--- src/rtl/mbist_pkg.sv ---
// rtl/mbist_pkg.sv - shared MBIST types for address sequencing and March control
package mbist_pkg;

    typedef enum logic [1:0] {
        ORD_LINEAR,
        ORD_GRAY,
        ORD_ROWFAST,
        ORD_RSVD
    } addr_order_e;

    typedef enum logic [1:0] {
        AG_IDLE,
        AG_RUN
    } ag_state_e;

endpackage

--- src/rtl/mbist_addr_map.sv ---
// rtl/mbist_addr_map.sv - combinational counter-to-address ordering map
//
// Ports:
//   cnt_i  [ADDR_W] linear sequence count
//   mode_i          ordering: linear, Gray, row-fast (reserved maps as linear)
//   addr_o [ADDR_W] mapped memory address
module mbist_addr_map
    import mbist_pkg::*;
#(
    parameter int ADDR_W = 10,
    parameter int ROW_W  = 5
) (
    input  logic [ADDR_W-1:0] cnt_i,
    input  addr_order_e       mode_i,
    output logic [ADDR_W-1:0] addr_o
);

    always_comb begin
        addr_o = cnt_i;
        case (mode_i)
            ORD_GRAY:    addr_o = cnt_i ^ (cnt_i >> 1);
            // Rotate left by ROW_W so the low count bits drive the row field.
            ORD_ROWFAST: addr_o = {cnt_i[ADDR_W-ROW_W-1:0], cnt_i[ADDR_W-1:ADDR_W-ROW_W]};
            default:     addr_o = cnt_i;
        endcase
    end

endmodule

--- src/rtl/mbist_addr_gen.sv ---
// rtl/mbist_addr_gen.sv - bounded MBIST address sequencer with start/advance/done handshake
//
// Ports:
//   clk, rst_n        clock, asynchronous active-low reset
//   start, abort, adv sequence control from the March controller
//   dir, mode, lo, hi configuration, sampled on start
//   addr              registered mapped address
//   busy, last        sequence active / current count is terminal
//   done, cout        one-cycle pulses on completion / full-range terminal count
//   err               sticky configuration error
module mbist_addr_gen
    import mbist_pkg::*;
#(
    parameter int ADDR_W = 10,
    parameter int ROW_W  = 5
) (
    input  logic              clk,
    input  logic              rst_n,
    input  logic              start,
    input  logic              abort,
    input  logic              adv,
    input  logic              dir,
    input  logic [1:0]        mode,
    input  logic [ADDR_W-1:0] lo,
    input  logic [ADDR_W-1:0] hi,
    output logic [ADDR_W-1:0] addr,
    output logic              busy,
    output logic              last,
    output logic              done,
    output logic              cout,
    output logic              err
);

    ag_state_e         state_q, state_d;
    logic [ADDR_W-1:0] cnt_q, cnt_d;
    logic [ADDR_W-1:0] addr_q, addr_d;
    logic [ADDR_W-1:0] lo_q, lo_d;
    logic [ADDR_W-1:0] hi_q, hi_d;
    logic              dir_q, dir_d;
    addr_order_e       mode_q, mode_d;
    logic              err_q, err_d;
    logic              done_q, done_d;
    logic              cout_q, cout_d;
    logic              addr_load;
    logic              last_w;
    logic [ADDR_W-1:0] map_w;

    // Terminal detection always uses the internal count, never the mapped address.
    assign last_w = (state_q == AG_RUN) && (dir_q ? (cnt_q == hi_q) : (cnt_q == lo_q));

    always_comb begin
        state_d   = state_q;
        cnt_d     = cnt_q;
        lo_d      = lo_q;
        hi_d      = hi_q;
        dir_d     = dir_q;
        mode_d    = mode_q;
        err_d     = err_q;
        done_d    = 1'b0;
        cout_d    = 1'b0;
        addr_load = 1'b0;
        if (abort) begin
            state_d = AG_IDLE;
        end else if (start) begin
            lo_d   = lo;
            hi_d   = hi;
            dir_d  = dir;
            mode_d = addr_order_e'(mode);
            if ((lo > hi) || (addr_order_e'(mode) == ORD_RSVD)) begin
                // Bad config leaves the count and address untouched.
                err_d   = 1'b1;
                state_d = AG_IDLE;
            end else begin
                err_d     = 1'b0;
                cnt_d     = dir ? lo : hi;
                addr_load = 1'b1;
                state_d   = AG_RUN;
            end
        end else if ((state_q == AG_RUN) && adv) begin
            if (last_w) begin
                done_d  = 1'b1;
                cout_d  = dir_q ? (&cnt_q) : ~(|cnt_q);
                state_d = AG_IDLE;
            end else begin
                cnt_d     = dir_q ? cnt_q + ADDR_W'(1) : cnt_q - ADDR_W'(1);
                addr_load = 1'b1;
            end
        end
        addr_d = addr_load ? map_w : addr_q;
    end

    // Map the next count so addr and cnt update on the same edge.
    mbist_addr_map #(
        .ADDR_W (ADDR_W),
        .ROW_W  (ROW_W)
    ) u_map (
        .cnt_i  (cnt_d),
        .mode_i (mode_d),
        .addr_o (map_w)
    );

    always_ff @(posedge clk or negedge rst_n) begin
        if (!rst_n) begin
            state_q <= AG_IDLE;
            cnt_q   <= '0;
            addr_q  <= '0;
            lo_q    <= '0;
            hi_q    <= '0;
            dir_q   <= 1'b1;
            mode_q  <= ORD_LINEAR;
            err_q   <= 1'b0;
            done_q  <= 1'b0;
            cout_q  <= 1'b0;
        end else begin
            state_q <= state_d;
            cnt_q   <= cnt_d;
            addr_q  <= addr_d;
            lo_q    <= lo_d;
            hi_q    <= hi_d;
            dir_q   <= dir_d;
            mode_q  <= mode_d;
            err_q   <= err_d;
            done_q  <= done_d;
            cout_q  <= cout_d;
        end
    end

    assign addr = addr_q;
    assign busy = (state_q == AG_RUN);
    assign last = last_w;
    assign done = done_q;
    assign cout = cout_q;
    assign err  = err_q;

endmodule

--- config.mk ---
export PLATFORM = sky130hd
export DESIGN_NAME = mbist_addr_gen
export DESIGN_NICKNAME = d
export VERILOG_FILES = /design/src/rtl/mbist_pkg.sv /design/src/rtl/mbist_addr_map.sv /design/src/rtl/mbist_addr_gen.sv
export SDC_FILE = /design/constraint.sdc
export NUM_CORES = 1
export LEC_CHECK = 0
export BUFFER_PORTS_ARGS = -buffer_cell sky130_fd_sc_hd__buf_2
export CORE_MARGIN = 4
export CORE_UTILIZATION = 65
export CTS_BUF_LIST = sky130_fd_sc_hd__clkbuf_2 sky130_fd_sc_hd__clkbuf_4 sky130_fd_sc_hd__clkbuf_8
export DETAILED_ROUTE_END_ITERATION = 7
export GPL_ROUTABILITY_DRIVEN = 0
export HOLD_SLACK_MARGIN = 0.1
export PLACE_DENSITY = 0.88
export SYNTH_ARGS = -nofsm -noshare
export SYNTH_HDL_FRONTEND = slang
export SYNTH_SLANG_ARGS = --single-unit
--- constraint.sdc ---
create_clock -name clk -period 6.1 [get_ports clk]
set_input_delay 1.22 -clock clk [delete_from_list [all_inputs] [get_ports clk]]
set_output_delay 1.22 -clock clk [all_outputs]
set_load 0.02 [all_outputs]
==> results by group <==
Clock network
  – Hold-fix buffers, CTS: 0
  – CTS H-tree lvls: 2
  – Total CTS buffers: 5
  – Clk root buf: clkbuf_8
  – CTS resizes: 0
  – Setup Buffers After CTS: 0
  – Clock Path Buffers: 2
  – CTS tree: done
  – Latest clock arrival within the worst-skew pair: 0.31 ns
  – Reg clk slew, reported paths: 0.09 ns
  – Clock sinks: 47

GRT
  – First-pass GRT wire length: 14.3 mm
  – Largest net degree at the start of global routing: 48
  – Overflow after GRT: 0
  – Initial antenna violation count: 0
  – Vias in the first global route: 2987
  – Met1 Resource Use GR: 0.393
  – Most crowded layer after global routing: met2
  – M2 GR Usage: 0.454
  – GR Util All Layers: 0.286
  – Met3 Use GR: 0.0426

Synth
  – Most area-consuming cells after synthesis: dfrtp_1 (34%), ha_1 (7.3%), mux2i_1 (6.5%)
  – Synth area leader: dfrtp_1
  – Yosys top cell area share: 0.337
  – Post-synth top flop: dfrtp_1
  – Most common cell in the synthesized netlist: nand2_1
  – Sequential area share after synthesis: 0.345
  – Mapped Area: 3410 µm²
  – Flops & latches, synth: 47
  – Synth Warn #: 0
  – Post-synth EDFFs: 0
  – Commonest cells post-synth: nand2_1 (55), dfrtp_1 (46), inv_1 (23)
  – Syn Nets: 421
  – FFs w/ async S/R, synth: 1.00
  – Cells after synthesis: 372
  – Yosys cell types: 70
  – Avg Cell Area, Syn: 9.17 µm²

Power
  – Clock power frac: 0.158
  – Seq pwr share: 0.370
  – Sw Ratio: 0.442
  – Gate power share: 0.472
  – PwrDens: 332 nW/µm²
  – Peak supply drop: 225 µV
  – Switching pwr: 0.000547 W
  – Int Power: 0.000690 W
  – Leakage: 1.73 nW

Final layout
  – Area of the multi-input gates: 2060 µm²
  – Share of cells above drive strength 1: 0.170
  – Fill count: 409
  – Nets: 455
  – Post-layout util: 0.729
  – ANT cells: 0
  – Register area: 1180 µm²
  – Cell area after layout: 3720 µm²
  – P&R area growth vs syn: 9.09%

Worst setup path
  – CP Capture Type: flip-flop
  – Startpoint Class: flip-flop
  – Worst-path fanout max: 15
  – WP data arrival: 4.25 ns
  – Worst path required time: 6.28 ns
  – CP Class: flip-flop to flip-flop

Timing
  – Fin crit period: 4.08 ns
  – Pins Over Slew Limit: 0
  – Setup TNS Final: 0 ns
  – Final setup viols: 0
  – Least-Margin Pin Slew: 1.15 ns
  – Hold_ws: 0.488 ns
  – Clock Skews: 0.00390 ns
  – Unrepaired setup endpoints after global routing: no
  – Period utilization: 0.668
  – Fmax: 0.245 GHz
  – Final Hold Fails: 0
  – Rel. slew slack: 0.236

Drt
  – # DRC: 0
  – Routed Antenna Nets: 0
  – Via count: 3082
  – Initial DRC Count: 271
  – DR pass1 iterations: 5
  – Final WL: 8.52 mm
  – Via-per-instance ratio: 6.46
  – Post-DR wirelength/cell: 17.9 µm

Worst hold path
  – Min-Delay Path Class: flip-flop to flip-flop

Floorplanning
  – Chip width: 80.5 µm
  – # IOs: 43
  – Core area: 5110 µm²
  – Die area: 6470 µm²
  – Starting Density: 0.668
  – Cell Rows: 26
  – Die Y: 80.5 µm

Place
  – IO Port Bufs: 42
  – HPWL after DPL: 6.47 mm
  – Placed instance area: 3630 µm²

Run
  – MaxCap Viol Count: 0

Status
  – Outcome: finished clean
==> layout by cell type, fill, tap and decap left out, types with 4 or more instances in the layout <==
cell type,count
dfrtp_1,46
nand2b_1,5
inv_1,23
buf_2,42
a21o_1,5
nor3_1,7
a21oi_1,11
o21a_1,4
ha_1,20
nand2_1,55
nor2_1,19
a22oi_1,4
xnor2_1,14
mux2i_1,22
o21ai_0,20
nand3_1,9
nand4_1,4
a31oi_1,8
clkbuf_8,5
==> per-stage QoR <==
| stage | instances | worst slack (ns) | power, W |
|---|---|---|---|
| after floorplan | 372 | 2.44 | 0.000870 |
| after global placement | 469 | 1.95 | 0.00101 |
| after detailed placement | 469 | 1.90 | 0.00103 |
| after CTS | 477 | 2.14 | 0.00123 |
| after global routing | 477 | 1.84 | 0.00132 |
| final | 477 | 2.02 | 0.00124 |
==> critical path, cell delays in order (launching register included) <==
cell	delay, ns
dfstp_2	0.82
inv_1	0.34
ha_1	0.44
and3_1	0.23
a2111oi_1	0.65
nor3_1	0.17
nor3b_2	0.40
mux2i_1	0.19
a221oi_4	0.35
mux2i_1	0.28
o31ai_2	0.08
==> power groups by stage <==
stage	logic, W	clock network (W)	registers (W)
2_1_floorplan	0.000404	0	0.000466
4_1_cts	0.000575	0.000197	0.000454
3_5_place_dp	0.000569	0	0.000460
3_3_place_gp	0.000554	0	0.000457
6_report	0.000585	0.000196	0.000457
5_1_grt	0.000637	0.000213	0.000466
==> per-layer routing <==
metal / share of wire / routed length, µm
met4: 0.042 / 354
met1: 0.41 / 3480
met3: 0.075 / 637
met2: 0.47 / 4050
met5: 0 / 0
==> worst paths after layout <==
check | from | endpoint | slack [ns] | cells past startpoint
setup / recovery | dir_q$_DFFE_PN1P_ | addr[8]$_DFFE_PN0P_ | 2.02 | 10
hold / removal | lo_q[1]$_DFFE_PN0P_ | lo_q[1]$_DFFE_PN0P_ | 0.49 | 2
setup reg to reg | dir_q$_DFFE_PN1P_ | addr[8]$_DFFE_PN0P_ | 2.02 | 10
hold reg to reg | lo_q[1]$_DFFE_PN0P_ | lo_q[1]$_DFFE_PN0P_ | 0.49 | 2
max in group asynchronous | rst_n | err$_DFFE_PN0P_ | 4.38 | 1
min in group asynchronous | rst_n | done$_DFF_PN0_ | 1.09 | 1
==> final cells by class <==
type,count,area share
Sequential cell,47,0.316
Inverter,23,0.0232
Tap cell,70,0.0235
Clock buffer,5,0.0185
Timing Repair Buffer,43,0.0585
Multi-Input combinational cell,286,0.554
Clock inverter,3,0.00639
==> registers in the layout, indices dropped and copies added (netlist names) <==
signal,count
addr,10
dir_q,1
done,1
mode_q,2
err,1
lo_q,10
cnt_q,10
cout,1
hi_q,10
state_q,1
==> cells by family (layout without fill, tap and decap cells) <==
family,Yosys count,in the layout,share of synthesized area
simple gates,125,125,0.184
compound gates,97,97,0.216
flops,47,47,0.345
buf+inv,39,74,0.0510
mux,26,26,0.0796
fa+ha+maj,21,21,0.0792
xor+xnor,17,17,0.0458
No activity file was read; power rests on OpenSTA's default activity.
